## src/rtl/ib_lut_loader.sv

```systemverilog
// ---------------------------------------------------------------------------
// ib_lut_loader
//
// Front-end controller for one single-port IB LUT memory bank.
//   * Load side: packed LUT words arrive on a valid/ready stream. Each word is
//     split into ENTRY_PER_WORD entries, which are written one per cycle
//     (LSB entry first) to consecutive bank addresses. Once every page has
//     been written, load_done_o rises and lookups are enabled.
//   * Lookup side: in READY, each accepted request becomes a read cycle on the
//     bank. The result comes back with a fixed 2-cycle latency, one request
//     per cycle, in order.
//
// Ports
//   sys_clk, sys_rst      clock, synchronous active-high reset
//   start_load_i          pulse: begin/restart a full LUT load
//   load_word_i/valid_i   packed LUT word stream (load_ready_o = ready)
//   load_done_o           level: bank fully loaded, lookups enabled
//   lookup_req_i/addr_i   lookup request (lookup_ready_o = accepted)
//   lookup_valid_o/data_o lookup response, data gated to 0 when not valid
//   mem_*_o / mem_read_page_i  memory bank interface (outputs registered)
// ---------------------------------------------------------------------------
module ib_lut_loader #(
  parameter int QUAN_SIZE      = 3,
  parameter int PAGE_NUM       = 16,
  parameter int ADDR_BITWIDTH  = 4,
  parameter int ENTRY_PER_WORD = 4
) (
  input  logic                                sys_clk,
  input  logic                                sys_rst,
  input  logic                                start_load_i,
  input  logic [QUAN_SIZE*ENTRY_PER_WORD-1:0] load_word_i,
  input  logic                                load_valid_i,
  output logic                                load_ready_o,
  output logic                                load_done_o,
  input  logic                                lookup_req_i,
  input  logic [ADDR_BITWIDTH-1:0]            lookup_addr_i,
  output logic                                lookup_ready_o,
  output logic                                lookup_valid_o,
  output logic [QUAN_SIZE-1:0]                lookup_data_o,
  output logic [QUAN_SIZE-1:0]                mem_write_data_o,
  output logic [ADDR_BITWIDTH-1:0]            mem_addr_o,
  output logic                                mem_we_o,
  input  logic [QUAN_SIZE-1:0]                mem_read_page_i
);

  localparam int WORD_W   = QUAN_SIZE * ENTRY_PER_WORD;
  localparam int WORD_NUM = PAGE_NUM / ENTRY_PER_WORD;
  // One extra bit so the terminal compare against PAGE_NUM never wraps.
  localparam int CNT_W    = ADDR_BITWIDTH + 1;
  localparam int REM_W    = $clog2(ENTRY_PER_WORD + 1);

  typedef enum logic [1:0] {
    IDLE  = 2'd0,
    LOAD  = 2'd1,
    READY = 2'd2
  } state_t;

  state_t r_state;
  state_t w_next_state;

  logic [CNT_W-1:0]         r_waddr;      // next bank address to write
  logic [CNT_W-1:0]         r_words;      // words accepted in this load
  logic [REM_W-1:0]         r_rem;        // entries still waiting in r_buf
  logic [WORD_W-1:0]        r_buf;        // word being serialised, LSB entry next
  logic                     r_mem_we;
  logic [ADDR_BITWIDTH-1:0] r_mem_addr;
  logic [QUAN_SIZE-1:0]     r_mem_wdata;
  logic                     r_rd_issued;  // read cycle on the bank this cycle
  logic                     r_rsp_valid;  // bank read data valid this cycle

  logic w_load_ready;
  logic w_lookup_ready;
  logic w_load_done;
  logic w_load_complete;
  logic w_issue;
  logic w_word_accept;
  logic w_lookup_accept;

  // -------------------------------------------------------------------------
  // FSM: state register
  // -------------------------------------------------------------------------
  // NOTE: state is updated with non-blocking assignments so every flop samples
  // pre-edge values and simulation matches the synthesised registers.
  always_ff @(posedge sys_clk) begin
    if (sys_rst) r_state <= IDLE;
    else         r_state <= w_next_state;
  end

  // The last write (address PAGE_NUM-1) has been issued once the counter
  // reaches PAGE_NUM; READY follows on the next edge.
  assign w_load_complete = (r_state == LOAD) && (r_waddr == CNT_W'(PAGE_NUM));

  // -------------------------------------------------------------------------
  // FSM: next-state logic
  // -------------------------------------------------------------------------
  // NOTE: every combinational output gets a default first, so no path leaves
  // it unassigned and no latch is inferred.
  always_comb begin
    w_next_state = r_state;
    if (start_load_i)         w_next_state = LOAD;
    else if (w_load_complete) w_next_state = READY;
  end

  // -------------------------------------------------------------------------
  // FSM: outputs
  // -------------------------------------------------------------------------
  always_comb begin
    w_load_ready   = 1'b0;
    w_lookup_ready = 1'b0;
    w_load_done    = 1'b0;
    case (r_state)
      LOAD: begin
        // Accept a new word while the last buffered entry is being issued,
        // which keeps back-to-back words writing one entry per cycle.
        w_load_ready = (r_rem <= REM_W'(1)) && (r_words < CNT_W'(WORD_NUM));
      end
      READY: begin
        w_lookup_ready = !start_load_i;
        w_load_done    = 1'b1;
      end
      default: ;
    endcase
  end

  // A restart discards the buffered word, so nothing is issued or accepted on
  // the start edge itself.
  assign w_issue         = (r_state == LOAD) && !start_load_i && (r_rem != '0);
  assign w_word_accept   = load_valid_i && w_load_ready && !start_load_i;
  assign w_lookup_accept = lookup_req_i && w_lookup_ready;

  // -------------------------------------------------------------------------
  // Datapath: serialiser, address counter, memory bus, lookup pipeline
  // -------------------------------------------------------------------------
  always_ff @(posedge sys_clk) begin
    if (sys_rst) begin
      r_waddr     <= '0;
      r_words     <= '0;
      r_rem       <= '0;
      r_buf       <= '0;
      r_mem_we    <= 1'b0;
      r_mem_addr  <= '0;
      r_mem_wdata <= '0;
      r_rd_issued <= 1'b0;
      r_rsp_valid <= 1'b0;
    end else begin
      // Lookups already in flight complete regardless of a restart; their
      // bank reads happen before any write of the new load can be issued.
      r_rsp_valid <= r_rd_issued;
      r_rd_issued <= w_lookup_accept;
      r_mem_we    <= w_issue;

      if (start_load_i) begin
        r_waddr <= '0;
        r_words <= '0;
        r_rem   <= '0;
        r_buf   <= '0;
      end else begin
        if (w_issue) begin
          r_mem_addr  <= r_waddr[ADDR_BITWIDTH-1:0];
          r_mem_wdata <= r_buf[QUAN_SIZE-1:0];
          r_buf       <= r_buf >> QUAN_SIZE;
          r_rem       <= r_rem - 1'b1;
          r_waddr     <= r_waddr + 1'b1;
        end
        // A word accepted together with the last entry's issue overrides the
        // buffer update above; the last entry was already taken from r_buf.
        if (w_word_accept) begin
          r_buf   <= load_word_i;
          r_rem   <= REM_W'(ENTRY_PER_WORD);
          r_words <= r_words + 1'b1;
        end
      end

      // Lookups only happen in READY, so they never compete with writes.
      if (w_lookup_accept) r_mem_addr <= lookup_addr_i;
    end
  end

  assign load_ready_o     = w_load_ready;
  assign load_done_o      = w_load_done;
  assign lookup_ready_o   = w_lookup_ready;
  assign lookup_valid_o   = r_rsp_valid;
  assign lookup_data_o    = r_rsp_valid ? mem_read_page_i : '0;
  assign mem_we_o         = r_mem_we;
  assign mem_addr_o       = r_mem_addr;
  assign mem_write_data_o = r_mem_wdata;

endmodule

```

## config.mk

```make
export PLATFORM = sky130hd
export DESIGN_NAME = ib_lut_loader
export DESIGN_NICKNAME = d
export VERILOG_FILES = /design/src/rtl/ib_lut_loader.sv
export SDC_FILE = /design/constraint.sdc
export NUM_CORES = 1
export LEC_CHECK = 0
export ABC_AREA = 1
export CORE_UTILIZATION = 35
export DETAILED_ROUTE_END_ITERATION = 16
export GPL_ROUTABILITY_DRIVEN = 1
export PLACE_DENSITY = 0.58
export SYNTH_ARGS = -nofsm -noshare
export SYNTH_HDL_FRONTEND = slang
export SYNTH_SLANG_ARGS = --single-unit
```

## constraint.sdc

```tcl
create_clock -name sys_clk -period 1.85 [get_ports sys_clk]
set_input_delay 0.185 -clock sys_clk [delete_from_list [all_inputs] [get_ports sys_clk]]
set_output_delay 0.185 -clock sys_clk [all_outputs]
set_load 0.02 [all_outputs]
```

==> results.sh, run 1 <==
export IMPL_status="finished, final reports clean"
export IMPL_ir_worst_vdd_mv=0.3926
export IMPL_period_needed_ps=1663
export IMPL_p_leak_nw=0.9270
export IMPL_pin_count=39
export IMPL_worstPathArrival_ps=1480
export IMPL_layout_common_cells="nand2_1 (47), dfxtp_1 (37), nor2_1 (36), clkdlybuf4s50_1 (36), inv_1 (23)"
export IMPL_grtUsageMet2_pct=22.75
export IMPL_endpoint_kind="primary output"
export IMPL_fmax_mhz=601.4
export IMPL_critPathLaunch="r_rem[1]"
export IMPL_slowest_delay_ps=380
export IMPL_antennaDiodeCount=0
export IMPL_setup_viol=0
export IMPL_clkTransAtPathRegs_ps=70
export IMPL_ctsHtreeMaxLevel=2
export IMPL_place_congestion=0.7675
export IMPL_crit_family="flip-flops"
export IMPL_top_usage_layer="met2"
export IMPL_drc=0
export IMPL_slew_violations=0
export IMPL_numPlacedInstances=320
export IMPL_wl_per_cell_um=10.98
export IMPL_skew_ps=9.266
export IMPL_synth_seq_cells=37
export IMPL_clock_sinks=37
export IMPL_firstDrtPassIters=4
export IMPL_cts_max_path_buffers=2
export IMPL_powerDensity_nw_per_um2=671.7
export IMPL_maxSlewHeadroom_pct=67.45
export IMPL_postPlaceCellArea_um2=2138
export IMPL_postLayoutCoreUtil_pct=49.25
export IMPL_netlist_instances=231
export IMPL_cpMaxStageDelayCell="dfxtp_1"
export IMPL_initial_core_util_pct=37.47
export IMPL_rows=24
export IMPL_die_area_um2=5104
export IMPL_r2r_cells=8
export IMPL_dp_hpwl_mm=2.505
export IMPL_vias_per_cell=4.811
export IMPL_grt_antenna_before_repair=0
export IMPL_grtUsageTotal_pct=15.47
export IMPL_final_hold_violation_count=0
export IMPL_cap_violations=0
export IMPL_grt_pass1_wl_mm=6.154
export IMPL_vias=1578
export IMPL_path_cells="inv_1, ha_1, o21bai_2, and2_1, clkbuf_2"
export IMPL_drive_gt1_share_pct=8.696
export IMPL_final_cells=328
export IMPL_timing_rr_end="r_rem[2]"
export IMPL_worst_ep_required_time_ps=1660
export IMPL_grt_max_degree=26
export IMPL_wirelength_mm=3.600
export IMPL_seq_area_um2=740.7
export IMPL_multi_input_area_um2=802.0
export IMPL_n_fill_cell=494
export IMPL_tritoncts="built"
export IMPL_min_path_type="reg -> reg"
export IMPL_met1_usage_pct=21.28
export IMPL_r2r_start="r_rem[1]"
export IMPL_final_common_cell="nand2_1"
export IMPL_rsz0062_at_grt="false"
export IMPL_finalCritPeriodShare_pct=89.87
export IMPL_worst_slew_pin_slew_ps=487.7
export IMPL_path_class="reg -> out"
export IMPL_cts_buffers=5
export IMPL_grt_pass1_vias=1373
export IMPL_setup_tns_ps=0
export IMPL_p_total_w=0.001490
export IMPL_io_buffers=38
export IMPL_cts_post_setup_buffers_inserted=0
export IMPL_holdPathEnd="lookup_valid_o"
export IMPL_start_kind="flop"
export IMPL_cp_max_fo=4
export IMPL_crit_buf_inv=2
export IMPL_use_met3_pct=3.797
export IMPL_drt_iter0_drc=69
export IMPL_grt_ovfl_total=0
export IMPL_clkLatencyLatePin_ps=290
export IMPL_ys_types=21
export IMPL_die_w_um=71.45
export IMPL_finish_instance_area_um2=2218
export IMPL_yosys_warnings=0
export IMPL_whs_path_depth=2
export IMPL_syn_area_per_cell_um2=7.307
export IMPL_die_height_um=71.45
export IMPL_syn_num_nets=261
export IMPL_clockRootBuffer="clkbuf_8"
export IMPL_ff2ff_setup_slack_ps=230
export IMPL_worstHoldStart="r_rd_issued"
export IMPL_core_area_um2=4504
export IMPL_ant_nets=0
export IMPL_synthToLayoutAreaGrowth_pct=31.43
export IMPL_synthesis_area_um2=1688
export IMPL_fin_nets=305
export IMPL_ys_seq_area_share_pct=43.88
## per-stage QoR
| stage | setup slack (ps) | hold slack, ps |
|---|---|---|
| global placement | 143.4 | 389.6 |
| finish | 187.3 | 404.1 |
| detailed placement | 108.4 | 396.0 |
| global route | 77.11 | 448.8 |
| floorplan | 273.8 | 254.1 |
| CTS | 11.99 | 405.7 |
## power by group
part	internal [W]	switching [W]
logic	0.0000707	0.0000672
registers	0.000804	0.00000539
clock network	0.000261	0.000282
## tightest hold or removal path, delay by kind of cell (launching register included)
family | cells | cell delay (ps)
flops | 1 | 300
simple gates | 1 | 30
buf+inv | 1 | 40
## worst max path at each step
stage               cells after the start              to  slack [ps]
floorplan                               6   mem_addr_o[0]         270
global placement                        3  lookup_ready_o         140
detailed placement                      3  lookup_ready_o         110
CTS                                     5    load_ready_o          10
global route                            9        r_buf[6]          80
finish                                  5    load_ready_o         190
## cells in the mapped netlist
cell type	n	area, µm²
nand4_1	8	50.05
ha_1	6	75.07
o21ai_1	1	5.000
or2_2	1	6.260
xnor2_1	1	8.760
nand3_1	18	90.09
buf_6	2	22.52
inv_1	23	86.33
clkbuf_1	4	15.01
dfxtp_1	37	740.7
inv_2	3	11.26
nand3_4	2	35.03
a21oi_1	20	100.1
and2_1	1	6.260
buf_2	2	10.01
o21ai_0	11	55.05
nor3_1	5	25.02
nor2_4	2	22.52
nand2_1	47	176.4
o21bai_2	1	11.26
nor2_1	36	135.1
## state kept, by name, indices dropped and copies added (netlist names)
| signal | flops |
|---|---|
| lookup_valid_o | 1 |
| r_rem | 3 |
| r_waddr | 5 |
| r_buf | 12 |
| mem_write_data_o | 3 |
| r_rd_issued | 1 |
| mem_addr_o | 4 |
| mem_we_o | 1 |
| r_words | 5 |
| r_state | 2 |
## per-layer routing
| layer | part of all wire, % | vias up |
|---|---|---|
| met5 | 0 | - |
| li1 | - | 826 |
| met3 | 5.3 | 6 |
| met2 | 42 | 40 |
| met1 | 51 | 706 |
| met4 | 1.9 | 0 |
## cell families after synthesis
| group | count (synthesis) | synth area share (%) |
|---|---|---|
| compound gates | 33 | 10.16 |
| xor+xnor | 1 | 0.5190 |
| fa+ha+maj | 6 | 4.448 |
| buf+inv | 34 | 8.598 |
| flops | 37 | 43.88 |
| simple gates | 120 | 32.39 |
## timing repair
action / CTS / global route
setup endpoints to repair: 1 / 2
pin swaps: 0 / 0
hold buffers: 0 / 0
resized for setup: 1 / 3
endpoints found under the hold margin: 0 / 0
## final cells by class
| type | instances | area share (%) |
|---|---|---|
| clock inverter | 2 | 0.4512 |
| multi-input combinational | 160 | 36.15 |
| tap | 52 | 2.933 |
| timing repair buffer | 45 | 19.40 |
| inverter | 26 | 4.399 |
| clock buffer | 6 | 3.271 |
| sequential | 37 | 33.39 |
(Power assumes the default switching activity.)
==> run 2: changes to the inputs <==
--- a/config.mk
+++ b/config.mk
@@ -10,6 +10,7 @@
 export DETAILED_ROUTE_END_ITERATION = 16
 export GPL_ROUTABILITY_DRIVEN = 1
 export PLACE_DENSITY = 0.58
+export RECOVER_POWER = 25
 export SYNTH_ARGS = -nofsm -noshare
 export SYNTH_HDL_FRONTEND = slang
 export SYNTH_SLANG_ARGS = --single-unit
==> run 2 against run 1 <==
First-iteration DRC count is the same. Setup slack worse by 30 ps. Register-to-register slack about the same. Critical path depth stayed put. Critical path type unchanged.
==> results.sh, run 2 (same netlist as run 1, synthesis figures left out) <==
export IMPL_status="finished, final reports clean"
export IMPL_clock_sinks=37
export IMPL_fin_nets=305
export IMPL_cts_hold_buf=0
export IMPL_wl_per_cell_um=10.97
export IMPL_final_common_cell="nand2_1"
export IMPL_maxSlewHeadroom_pct=67.45
export IMPL_rows=24
export IMPL_powerDensity_nw_per_um2=671.4
export IMPL_drt_iter0_drc=69
export IMPL_worstPathArrival_ps=1510
export IMPL_firstDrtPassIters=4
export IMPL_p_total_w=0.001489
export IMPL_finalCritPeriodShare_pct=91.50
export IMPL_postPlaceCellArea_um2=2138
export IMPL_ff2ff_setup_slack_ps=220
export IMPL_cap_violations=0
export IMPL_pin_count=39
export IMPL_grtUsageTotal_pct=15.47
export IMPL_drc=0
export IMPL_cts_max_path_buffers=2
export IMPL_seq_area_um2=740.7
export IMPL_place_congestion=0.7675
export IMPL_top_register="r_buf"
export IMPL_multi_input_area_um2=802.0
export IMPL_n_fill_cell=494
export IMPL_ctsHtreeMaxLevel=2
export IMPL_worst_ep_required_time_ps=1660
export IMPL_postLayoutCoreUtil_pct=49.25
export IMPL_die_w_um=71.45
export IMPL_final_hold_violation_count=0
export IMPL_wirelength_mm=3.599
export IMPL_r2r_cells=8
export IMPL_die_height_um=71.45
export IMPL_clkLatencyLatePin_ps=290
export IMPL_clockRootBuffer="clkbuf_8"
export IMPL_skew_ps=9.225
export IMPL_drive_gt1_share_pct=8.333
export IMPL_fmax_mhz=590.8
export IMPL_endpoint_kind="primary output"
export IMPL_die_area_um2=5104
export IMPL_setup_viol=0
export IMPL_io_buffers=38
export IMPL_period_needed_ps=1693
export IMPL_tritoncts="built"
export IMPL_worst_slew_pin_slew_ps=487.7
export IMPL_core_area_um2=4504
export IMPL_ir_worst_vdd_mv=0.3932
export IMPL_top_usage_layer="met2"
export IMPL_post_cts_resized=1
export IMPL_grt_pass1_wl_mm=6.154
export IMPL_setup_tns_ps=0
export IMPL_dp_hpwl_mm=2.505
export IMPL_grt_ovfl_total=0
export IMPL_path_class="reg -> out"
export IMPL_finish_instance_area_um2=2218
export IMPL_grtUsageMet2_pct=22.75
export IMPL_vias_per_cell=4.802
export IMPL_slew_violations=0
export IMPL_vias=1575
export IMPL_grt_max_degree=26
export IMPL_r2r_start="r_rem[1]"
export IMPL_endpoint="load_ready_o"
export IMPL_reg_top3="r_buf x12, r_waddr x5, r_words x5"
export IMPL_synthToLayoutAreaGrowth_pct=31.43
export IMPL_met1_usage_pct=21.28
export IMPL_grt_antenna_before_repair=0
export IMPL_ant_nets=0
export IMPL_min_path_type="reg -> reg"
export IMPL_p_leak_nw=0.9405
export IMPL_layout_common_cells="nand2_1 (47), dfxtp_1 (37), nor2_1 (36), clkdlybuf4s50_1 (31), inv_1 (24)"
export IMPL_start_kind="flop"
export IMPL_critPathLaunch="r_rem[1]"
export IMPL_cts_post_setup_buffers_inserted=0
export IMPL_initial_core_util_pct=37.47
export IMPL_cp_max_fo=4
export IMPL_clkTransAtPathRegs_ps=70
export IMPL_cts_buffers=5
export IMPL_timing_rr_end="r_rem[2]"
export IMPL_rsz0062_at_grt="false"
export IMPL_use_met3_pct=3.797
export IMPL_largest_reg_flops=12
export IMPL_grt_pass1_vias=1373
export IMPL_antennaDiodeCount=0
==> run 2: cell types whose count changed in the layout (fill, tap and decap cells not counted) <==
| cell | before | now |
|---|---|---|
| clkdlybuf4s50_1 | 36 | 31 |
| dlygate4sd3_1 | 0 | 5 |
| and2_0 | 0 | 1 |
| and2_1 | 1 | 0 |
| inv_1 | 23 | 24 |
| inv_2 | 3 | 2 |
==> run 2: power by group <==
group	internal [W]	leakage [nW]	switching, W	total [W]
Sequential	0.000804	0.299	0.00000537	0.000810
Clock	0.000261	0.0450	0.000282	0.000543
Combinational	0.0000699	0.597	0.0000672	0.000137
Total	0.00114	0.940	0.000354	0.00149
==> run 2: cell type report <==
class	count	share of cell area, %
clock buffers	6	3.271
well taps	52	2.933
multi-input cells	160	36.15
clock inverters	2	0.4512
flip-flops and latches	37	33.39
inverters	26	4.399
repair buffers	45	19.40
==> run 2: per-stage QoR <==
step	std cells	worst slack, ps	hold WS (ps)
2_1_floorplan	231	273.8	254.1
3_3_place_gp	320	143.4	389.6
3_5_place_dp	320	108.4	396.0
4_1_cts	328	11.99	405.7
5_1_grt	328	70.29	448.8
6_report	328	157.3	404.1
==> run 2: worst min path at each step <==
stage                      from             end  slack [ps]  depth (start not counted)
floorplan               sys_rst      r_state[0]         250                          1
global placement    r_rd_issued  lookup_valid_o         390                          2
detailed placement  r_rd_issued  lookup_valid_o         400                          2
CTS                 r_rd_issued  lookup_valid_o         410                          2
global route        r_rd_issued  lookup_valid_o         450                          2
finish              r_rd_issued  lookup_valid_o         400                          2
==> run 2: critical path: stages (launching register included) <==
cell	delay, ps
dfxtp_1	380
inv_1	90
ha_1	170
o21bai_2	180
and2_0	210
clkbuf_2	180
==> run 2: routing by layer <==
| metal | wire, µm | up-vias |
|---|---|---|
| met5 | 0 | - |
| met3 | 189 | 6 |
| met1 | 1843 | 703 |
| met4 | 68 | 0 |
| met2 | 1497 | 40 |
| li1 | - | 826 |
==> run 3: changes to the inputs <==
--- a/config.mk
+++ b/config.mk
@@ -7,8 +7,10 @@
 export LEC_CHECK = 0
 export ABC_AREA = 1
 export CORE_UTILIZATION = 35
+export CTS_CLUSTER_DIAMETER = 80
 export DETAILED_ROUTE_END_ITERATION = 16
 export GPL_ROUTABILITY_DRIVEN = 1
+export GPL_TIMING_DRIVEN = 0
 export PLACE_DENSITY = 0.58
 export RECOVER_POWER = 25
 export SYNTH_ARGS = -nofsm -noshare
==> run 3 against run 2 <==
Cell count rose by 0.30%. Die area is the same. Critical path depth fell by 2. Clock skew shrank 3.6 ps. Sequential power is essentially flat. Largest cell class unchanged.
==> results.sh, run 3 (same netlist as run 1, synthesis figures left out) <==
export IMPL_status="finished, final reports clean"
export IMPL_slew_violations=0
export IMPL_r2r_start="r_rem[0]"
export IMPL_vias_per_cell=4.742
export IMPL_drive_gt1_share_pct=7.581
export IMPL_setup_viol=0
export IMPL_dp_hpwl_mm=2.699
export IMPL_r2r_cells=9
export IMPL_ff2ff_setup_slack_ps=120
export IMPL_grtUsageTotal_pct=16.13
export IMPL_holdPathEnd="lookup_valid_o"
export IMPL_p_leak_nw=0.9421
export IMPL_clkLatencyLatePin_ps=290
export IMPL_worst_slew_pin_slew_ps=519.9
export IMPL_maxSlewHeadroom_pct=65.34
export IMPL_fin_nets=306
export IMPL_vias=1560
export IMPL_cp_max_fo=4
export IMPL_postPlaceCellArea_um2=2133
export IMPL_start_kind="flop"
export IMPL_rsz0062_at_grt="true"
export IMPL_grt_pass1_wl_mm=6.368
export IMPL_whs_path_depth=2
export IMPL_ant_nets=0
export IMPL_p_int_w=0.001312
export IMPL_reg_top3="r_buf x12, r_waddr x5, r_words x5"
export IMPL_finalCritPeriodShare_pct=95.63
export IMPL_cts_max_path_buffers=2
export IMPL_path_cells="inv_1, nor3_1, clkdlybuf4s50_1"
export IMPL_finish_instance_area_um2=2253
export IMPL_cts_hold_buf=0
export IMPL_die_height_um=71.45
export IMPL_path_class="reg -> out"
export IMPL_clockRootBuffer="clkbuf_8"
export IMPL_grt_antenna_before_repair=0
export IMPL_top_register="r_buf"
export IMPL_holdWs_ps=399.4
export IMPL_initial_core_util_pct=37.47
export IMPL_powerDensity_nw_per_um2=738.3
export IMPL_drc=0
export IMPL_cap_violations=0
export IMPL_grt_max_degree=12
export IMPL_rows=24
export IMPL_worstHoldStart="r_rd_issued"
export IMPL_final_common_cell="nand2_1"
export IMPL_wirelength_mm=3.746
export IMPL_postLayoutCoreUtil_pct=50.03
export IMPL_ir_worst_vdd_mv=0.4814
export IMPL_worstPathArrival_ps=1580
export IMPL_final_hold_violation_count=0
export IMPL_place_congestion=0.8241
export IMPL_endpoint_kind="primary output"
export IMPL_timing_rr_end="r_rem[2]"
export IMPL_slowest_delay_ps=640
export IMPL_cts_buffers=5
export IMPL_firstDrtPassIters=4
export IMPL_post_place_ws_ps=-18.36
export IMPL_power_share_clock_pct=43.2
export IMPL_die_w_um=71.45
export IMPL_clock_sinks=37
export IMPL_skew_ps=5.616
export IMPL_swShare_pct=21.16
export IMPL_min_path_type="reg -> reg"
export IMPL_pin_count=39
export IMPL_synthToLayoutAreaGrowth_pct=33.51
export IMPL_cpMaxStageDelayCell="clkdlybuf4s50_1"
export IMPL_layout_common_cells="nand2_1 (47), nor2_1 (36), dfxtp_1 (36), clkdlybuf4s50_1 (29), inv_1 (24)"
export IMPL_grt_ovfl_total=0
export IMPL_ctsHtreeMaxLevel=2
export IMPL_die_area_um2=5104
export IMPL_antennaDiodeCount=0
export IMPL_worst_ep_required_time_ps=1660
export IMPL_fmax_mhz=565.2
export IMPL_p_sw_w=0.0003520
export IMPL_sequentialPowerShare_pct=48.7
export IMPL_clkTransAtPathRegs_ps=70
export IMPL_worst_slack_ps=80.85
export IMPL_period_needed_ps=1769
export IMPL_core_area_um2=4504
export IMPL_grt_pass1_vias=1431
export IMPL_drt_iter0_drc=72
export IMPL_tritoncts="built"
export IMPL_io_buffers=38
export IMPL_wl_per_cell_um=11.39
export IMPL_largest_reg_flops=12
export IMPL_power_frac_comb_pct=8.1
==> run 3: cell types whose count changed in the layout (fill, tap and decap cells not counted), sizes merged, moves of 2 or more <==
cell,change
clkinv,-2
buf,-3
clkbuf,+5
clkdlybuf4s50,-2
dlygate4sd3,+3
==> run 3: stage by stage <==
step                cells   power, W  TNS (ps)
floorplan             231  0.0008932         0
global placement      321  0.0009668    -9.428
detailed placement    321  0.0009671    -18.36
CTS                   329   0.001685         0
global route          329   0.001733    -46.57
finish                329   0.001664         0
==> run 3: power groups by stage <==
stage | registers [W] | clock network (W) | logic [W]
final | 0.000810 | 0.000719 | 0.000135
after global routing | 0.000810 | 0.000773 | 0.000150
after CTS | 0.000810 | 0.000737 | 0.000139
after detailed placement | 0.000828 | 0 | 0.000139
after global placement | 0.000828 | 0 | 0.000139
after floorplan | 0.000829 | 0 | 0.0000646
==> run 3: layout make-up <==
class | count | area [µm²]
clock inverters | 1 | 30.03
repair buffers | 38 | 375.4
multi-input cells | 160 | 809.5
well taps | 52 | 65.06
flip-flops and latches | 37 | 742.0
inverters | 26 | 97.59
fillers | 452 | 2251
clock buffers | 7 | 86.33
plain buffers | 8 | 47.55
==> run 3: worst max path at each step <==
stage	end	startpoint
2_1_floorplan	mem_addr_o[0]	r_state[1]
3_3_place_gp	load_ready_o	r_rem[1]
3_5_place_dp	load_ready_o	r_rem[1]
4_1_cts	load_ready_o	r_rem[0]
5_1_grt	r_buf[2]	r_rem[0]
6_report	lookup_ready_o	r_state[1]
==> run 3: routing by layer <==
metal | up-vias | share of wire (%) | GRT usage [%] | wire length, µm
met2 | 36 | 44 | 25.82 | 1641
met4 | 0 | 1.1 | 6.000 | 41
li1 | 831 | - | - | -
met5 | - | 0 | 0 | 0
met3 | 5 | 5.0 | 5.204 | 188
met1 | 688 | 50 | 20.32 | 1874
==> run 3: critical path: cells and delay by family (launching register included) <==
kind          cells  cell delay, ps
simple gates      1             190
flops             1             370
buf+inv           2             730
==> run 3: what timing repair did <==
action | CTS | global route
setup buffers | 0 | 0
endpoints found under the setup margin | 1 | 6
gates resized for setup | 4 | 1
pin swaps | 0 | 1
